<file path="src/rtl/vblank_write_arbiter.sv">
// Write-port arbiter for the game-grid memory. Grants writes only while the
// vertical-blanking window is open, round-robins between requesters, caps the
// number of writes per frame and flags requesters left waiting at window close.
module vblank_write_arbiter #(
    parameter int unsigned NREQ      = 3,
    parameter int unsigned ADDR_W    = 11,
    parameter int unsigned DATA_W    = 2,
    parameter int unsigned WIN_START = 480,
    parameter int unsigned WIN_END   = 524,
    parameter int unsigned MAX_WR    = 256
) (
    input  logic                     vga_clk,
    input  logic                     reset,
    input  logic [9:0]               ycount,
    input  logic [NREQ-1:0]          req,
    input  logic [NREQ*ADDR_W-1:0]   req_addr,
    input  logic [NREQ*DATA_W-1:0]   req_data,
    input  logic                     clear_missed,
    output logic [NREQ-1:0]          gnt,
    output logic                     mem_we,
    output logic [ADDR_W-1:0]        mem_addr,
    output logic [DATA_W-1:0]        mem_wdata,
    output logic                     frame_tick,
    output logic                     window_open,
    output logic                     budget_full,
    output logic [NREQ-1:0]          missed
);

    localparam int unsigned CntW = $clog2(MAX_WR + 1);
    localparam int unsigned PtrW = (NREQ > 1) ? $clog2(NREQ) : 1;

    localparam logic [CntW-1:0] MaxCnt   = CntW'(MAX_WR);
    localparam logic [PtrW-1:0] LastPtr  = PtrW'(NREQ - 1);
    localparam logic [9:0]      WinStart = 10'(WIN_START);
    localparam logic [9:0]      WinEnd   = 10'(WIN_END);

    localparam logic [1:0] StIdle = 2'd0;
    localparam logic [1:0] StOpen = 2'd1;
    localparam logic [1:0] StFull = 2'd2;

    logic [1:0]        state_q, state_d;
    logic              win_q, win_d;
    logic [CntW-1:0]   count_q, count_d;
    logic [PtrW-1:0]   rr_ptr_q, rr_ptr_d;
    logic [NREQ-1:0]   gnt_q, gnt_d;
    logic              mem_we_q, mem_we_d;
    logic [ADDR_W-1:0] mem_addr_q, mem_addr_d;
    logic [DATA_W-1:0] mem_wdata_q, mem_wdata_d;
    logic              frame_tick_q, frame_tick_d;
    logic [NREQ-1:0]   missed_q, missed_d;

    logic [ADDR_W-1:0] addr_arr [NREQ];
    logic [DATA_W-1:0] data_arr [NREQ];
    logic [NREQ-1:0]   eligible;
    logic              found;
    logic [PtrW-1:0]   winner;
    logic [PtrW-1:0]   idx;

    // Window decode; the FSM only ever looks at the registered copy
    always_comb begin
        win_d = (ycount >= WinStart) && (ycount < WinEnd);
    end

    // Split the flat request buses into per-requester fields
    always_comb begin
        for (int i = 0; i < NREQ; i++) begin
            addr_arr[i] = req_addr[i*ADDR_W +: ADDR_W];
            data_arr[i] = req_data[i*DATA_W +: DATA_W];
        end
    end

    // Round-robin pick; last cycle's grantee is masked since it still holds req
    always_comb begin
        eligible = req & ~gnt_q;
        found    = 1'b0;
        winner   = '0;
        idx      = '0;
        for (int k = 0; k < NREQ; k++) begin
            idx = PtrW'((int'(rr_ptr_q) + k) % NREQ);
            if (!found && eligible[idx]) begin
                found  = 1'b1;
                winner = idx;
            end
        end
    end

    // Next-state: window FSM, grant issue, budget and missed-flag bookkeeping
    always_comb begin
        state_d      = state_q;
        count_d      = count_q;
        rr_ptr_d     = rr_ptr_q;
        gnt_d        = '0;
        mem_we_d     = 1'b0;
        mem_addr_d   = mem_addr_q;
        mem_wdata_d  = mem_wdata_q;
        frame_tick_d = 1'b0;
        // Clear first so a same-cycle set below takes priority
        missed_d     = clear_missed ? '0 : missed_q;

        case (state_q)
            StIdle: begin
                if (win_q) begin
                    state_d      = StOpen;
                    frame_tick_d = 1'b1;
                    count_d      = '0;
                end
            end
            StOpen: begin
                if (!win_q) begin
                    state_d  = StIdle;
                    missed_d = missed_d | req;
                end else if ((count_q < MaxCnt) && found) begin
                    gnt_d[winner] = 1'b1;
                    mem_we_d      = 1'b1;
                    mem_addr_d    = addr_arr[winner];
                    mem_wdata_d   = data_arr[winner];
                    count_d       = count_q + 1'b1;
                    rr_ptr_d      = (winner == LastPtr) ? '0 : winner + 1'b1;
                    if ((count_q + 1'b1) == MaxCnt) begin
                        state_d = StFull;
                    end
                end
            end
            StFull: begin
                if (!win_q) begin
                    state_d  = StIdle;
                    missed_d = missed_d | req;
                end
            end
            default: begin
                state_d = StIdle;
            end
        endcase
    end

    // State and registered outputs
    always_ff @(posedge vga_clk or posedge reset) begin
        if (reset) begin
            state_q      <= StIdle;
            win_q        <= 1'b0;
            count_q      <= '0;
            rr_ptr_q     <= '0;
            gnt_q        <= '0;
            mem_we_q     <= 1'b0;
            mem_addr_q   <= '0;
            mem_wdata_q  <= '0;
            frame_tick_q <= 1'b0;
            missed_q     <= '0;
        end else begin
            state_q      <= state_d;
            win_q        <= win_d;
            count_q      <= count_d;
            rr_ptr_q     <= rr_ptr_d;
            gnt_q        <= gnt_d;
            mem_we_q     <= mem_we_d;
            mem_addr_q   <= mem_addr_d;
            mem_wdata_q  <= mem_wdata_d;
            frame_tick_q <= frame_tick_d;
            missed_q     <= missed_d;
        end
    end

    assign gnt         = gnt_q;
    assign mem_we      = mem_we_q;
    assign mem_addr    = mem_addr_q;
    assign mem_wdata   = mem_wdata_q;
    assign frame_tick  = frame_tick_q;
    assign window_open = (state_q != StIdle);
    assign budget_full = (state_q == StFull);
    assign missed      = missed_q;

endmodule

</file>
<file path="config.mk">
export PLATFORM = sky130hd
export DESIGN_NAME = vblank_write_arbiter
export DESIGN_NICKNAME = d
export VERILOG_FILES = /design/src/rtl/vblank_write_arbiter.sv
export SDC_FILE = /design/constraint.sdc
export NUM_CORES = 1
export LEC_CHECK = 0
export ABC_AREA = 1
export CAP_MARGIN = 40
export CELL_PAD_IN_SITES_DETAIL_PLACEMENT = 0
export CELL_PAD_IN_SITES_GLOBAL_PLACEMENT = 1
export CORE_MARGIN = 8
export CORE_UTILIZATION = 32
export DETAILED_ROUTE_END_ITERATION = 10
export GPL_TIMING_DRIVEN = 1
export PLACE_DENSITY_LB_ADDON = 0.1
export SLEW_MARGIN = 40
export SYNTH_ARGS = -nofsm -noshare
export SYNTH_HDL_FRONTEND = slang
export SYNTH_SLANG_ARGS = --single-unit
</file>
<file path="constraint.sdc">
create_clock -name vga_clk -period 2.2 [get_ports vga_clk]
set_input_delay 0.55 -clock vga_clk [delete_from_list [all_inputs] [get_ports vga_clk]]
set_output_delay 0.55 -clock vga_clk [all_outputs]
set_load 0.01 [all_outputs]
</file>
==> flow_summary.yaml <==
route:
  wl_met2_mm: 2.96
  wl_per_cell_um: 12.5
  vias_per_cell: 4.40
  first_pass_iters: 4
  antenna_left: 0
  drc: 0
  wl_met3_um: 401
  drt-met1-wl_mm: 2.86
  routed.top_layer: "met4"
  routed_wl_mm: 6.28
  via_count: 2206
  drt_iter0_drc: 68
timing:
  hold_viol: 0
  finalCritPeriodShare: 0.956
  fmax_mhz: 475
  drv_slew: 0
  skew_ns: 0.00685
  period_minus_slack_ns: 2.10
  finalSetupViolations: 0
  worst_pin_slew_ns: 0.464
  rsz0062_at_grt: "yes"
  maxSlewHeadroom: 0.691
cts:
  clk_pin_slew_ns: 0.08
  clk_latency_ns: 0.29
  clockRootBuffer: "clkbuf_8"
  h-tree-depth: 2
  numCtsBuffers: 5
  holdBufCountCts: 0
  cts_tree: "built"
  clkSinkCount: 35
  ctsLongestPathBuffers: 2
setup_path:
  cp_data_required_time_ns: 1.65
  path_cells: "inv_1, ha_1, inv_1, clkdlybuf4s50_1"
  path_max_fanout: 3
  cp_slowest_cell: "clkdlybuf4s50_1"
  path_buf_inv: 3
  endpoint_kind: "primary output"
  crit_family: "buffers and inverters"
  cpMostUsedCell: "inv_1"
  cp.arrival_ns: 1.55
  critPathKind: "reg -> out"
  startpoint_type: "flip-flop"
  critical-path-max-stage-delay_ns: 0.54
floorplan:
  die_w_um: 100
  die_h_um: 100
  initial_core_util: 0.332
  dieArea_mm2: 0.0100
  io_pins: 78
  rows: 30
  coreArea_mm2: 0.00683
cells_and_area:
  fillCellCount: 709
  layout_common_cells: "nand2_1 (97), clkdlybuf4s50_1 (74), nand3_1 (44)"
  finalNetCount: 466
  area_growth_pct: 49.0
  final_common_cell: "nand2_1"
  design_area_mm2: 0.00338
  final_util: 0.495
  antennaDiodeCount: 0
  drive_gt1_frac: 0.160
logic_synthesis:
  synth_area_leader_cell: "dfrtp_1"
  ys.flop_type: "dfrtp_1"
  synth_top_area_frac: 0.386
  synth_cell_types: 31
  synthArstFlopShare: 1.00
  ys_seq_area_frac: 0.386
  ys_ff_latch: 35
  syn_area_mm2: 0.00227
  synth_cells: 304
  synth_top_cells_by_area: "dfrtp_1 (39%), nand2_1 (16%), nand3_1 (9.7%)"
  syn-num-nets: 366
  synth.avg_cell_area_um2: 7.47
  synth_edf_count: 0
  yosys_warnings: 0
power:
  p_per_area_mw_per_mm2: 1160
  irDropWorstVdd_mv: 0.459
  leakage_nw: 1.70
global_routing:
  grt_pass1_wl_mm: 10.5
  grt_pass1_vias: 2202
  grt_max_degree: 36
  grt.total_usage: 0.130
  antenna_found_initial: 0
  grt-ovfl-total: 0
hold_path:
  hold_path_class: "reg -> reg"
placed_design:
  hpwl_mm: 4.90
  place_area_mm2: 0.00327
  place.gp.congestion: 0.774
  portBuffers: 75
run:
  max_cap_viol_count: 0
outcome:
  status: "finished, final reports clean"
==> flip-flops by register name, indices dropped and copies added (netlist names) <==
register and flops:
frame_tick 1, mem_wdata 2, missed 3, gnt 3, win_q 1, mem_we 1, mem_addr 11, state_q 2
rr_ptr_q 2, count_q 9
==> routing by layer <==
metal,global-route usage,vias to the layer above
met1,0.159,980
met2,0.209,48
met3,0.0457,6
met5,0,-
li1,-,1172
met4,0.0384,0
==> area by class of cell <==
| class | count | area (um^2) | share of cell area |
|---|---|---|---|
| clock buffer | 6 | 82.6 | 0.0244 |
| clock inverter | 2 | 16.3 | 0.00481 |
| inverter | 49 | 186 | 0.0551 |
| multi-input combinational | 213 | 1150 | 0.339 |
| sequential | 35 | 876 | 0.259 |
| tap | 96 | 120 | 0.0355 |
| timing repair buffer | 100 | 957 | 0.283 |
==> kinds of logic after synthesis <==
group / share of synthesized area
muxes: 0.00441
adders and majority gates: 0.0386
DFF: 0.386
xor gates and xnor gates: 0.0231
AOI/OAI and AO/OA: 0.0623
buffers and inverters: 0.111
and+or+nand+nor: 0.375
==> power by group <==
group          total, W  internal (W)  switching, W  leakage, nW
sequential     0.000915      0.000816     0.0000986        0.461
clock          0.000513      0.000256      0.000258       0.0474
combinational   0.00249       0.00116       0.00134         1.19
==> Yosys cell counts (4+ instances only) <==
master / instances
nand2_1: 97
nand3_1: 44
inv_1: 43
dfrtp_1: 35
nand3_2: 11
ha_1: 7
o21ai_0: 7
inv_2: 6
nand2_2: 6
nor2_1: 6
o22ai_1: 6
xor2_1: 5
nand4_1: 4
==> what timing repair did <==
action,CTS,global route
setup endpoints to repair,0,15
setup buffers,0,1
gates resized for setup,0,5
endpoints found under the hold margin,0,0
==> path summary, 6_finish.rpt <==
path	startpoint	end	slack (ns)	depth (start not counted)
setup / recovery	state_q[0]	window_open	0.1	4
hold / removal	missed[0]	missed[0]	0.49	1
setup reg to reg	rr_ptr_q[0]	mem_wdata[1]	0.20	13
hold reg to reg	missed[0]	missed[0]	0.49	1
max in group asynchronous	reset	mem_addr[1]	1.21	3
min in group asynchronous	reset	count_q[3]	0.66	3
==> per-stage QoR <==
stage	TNS [ns]	hold slack, ns	setup slack, ns	cells	power, W
finish	0	0.493	0.0962	501	0.00392
global route	-0.0104	0.517	-0.0104	501	0.00429
CTS	0	0.501	0.0309	500	0.00396
detailed placement	-3.12	0.482	-0.173	492	0.00343
global placement	-3.11	0.475	-0.173	492	0.00343
floorplan	0	0.502	0.354	304	0.00250
Note: power is estimated with default switching activity, not from simulation.
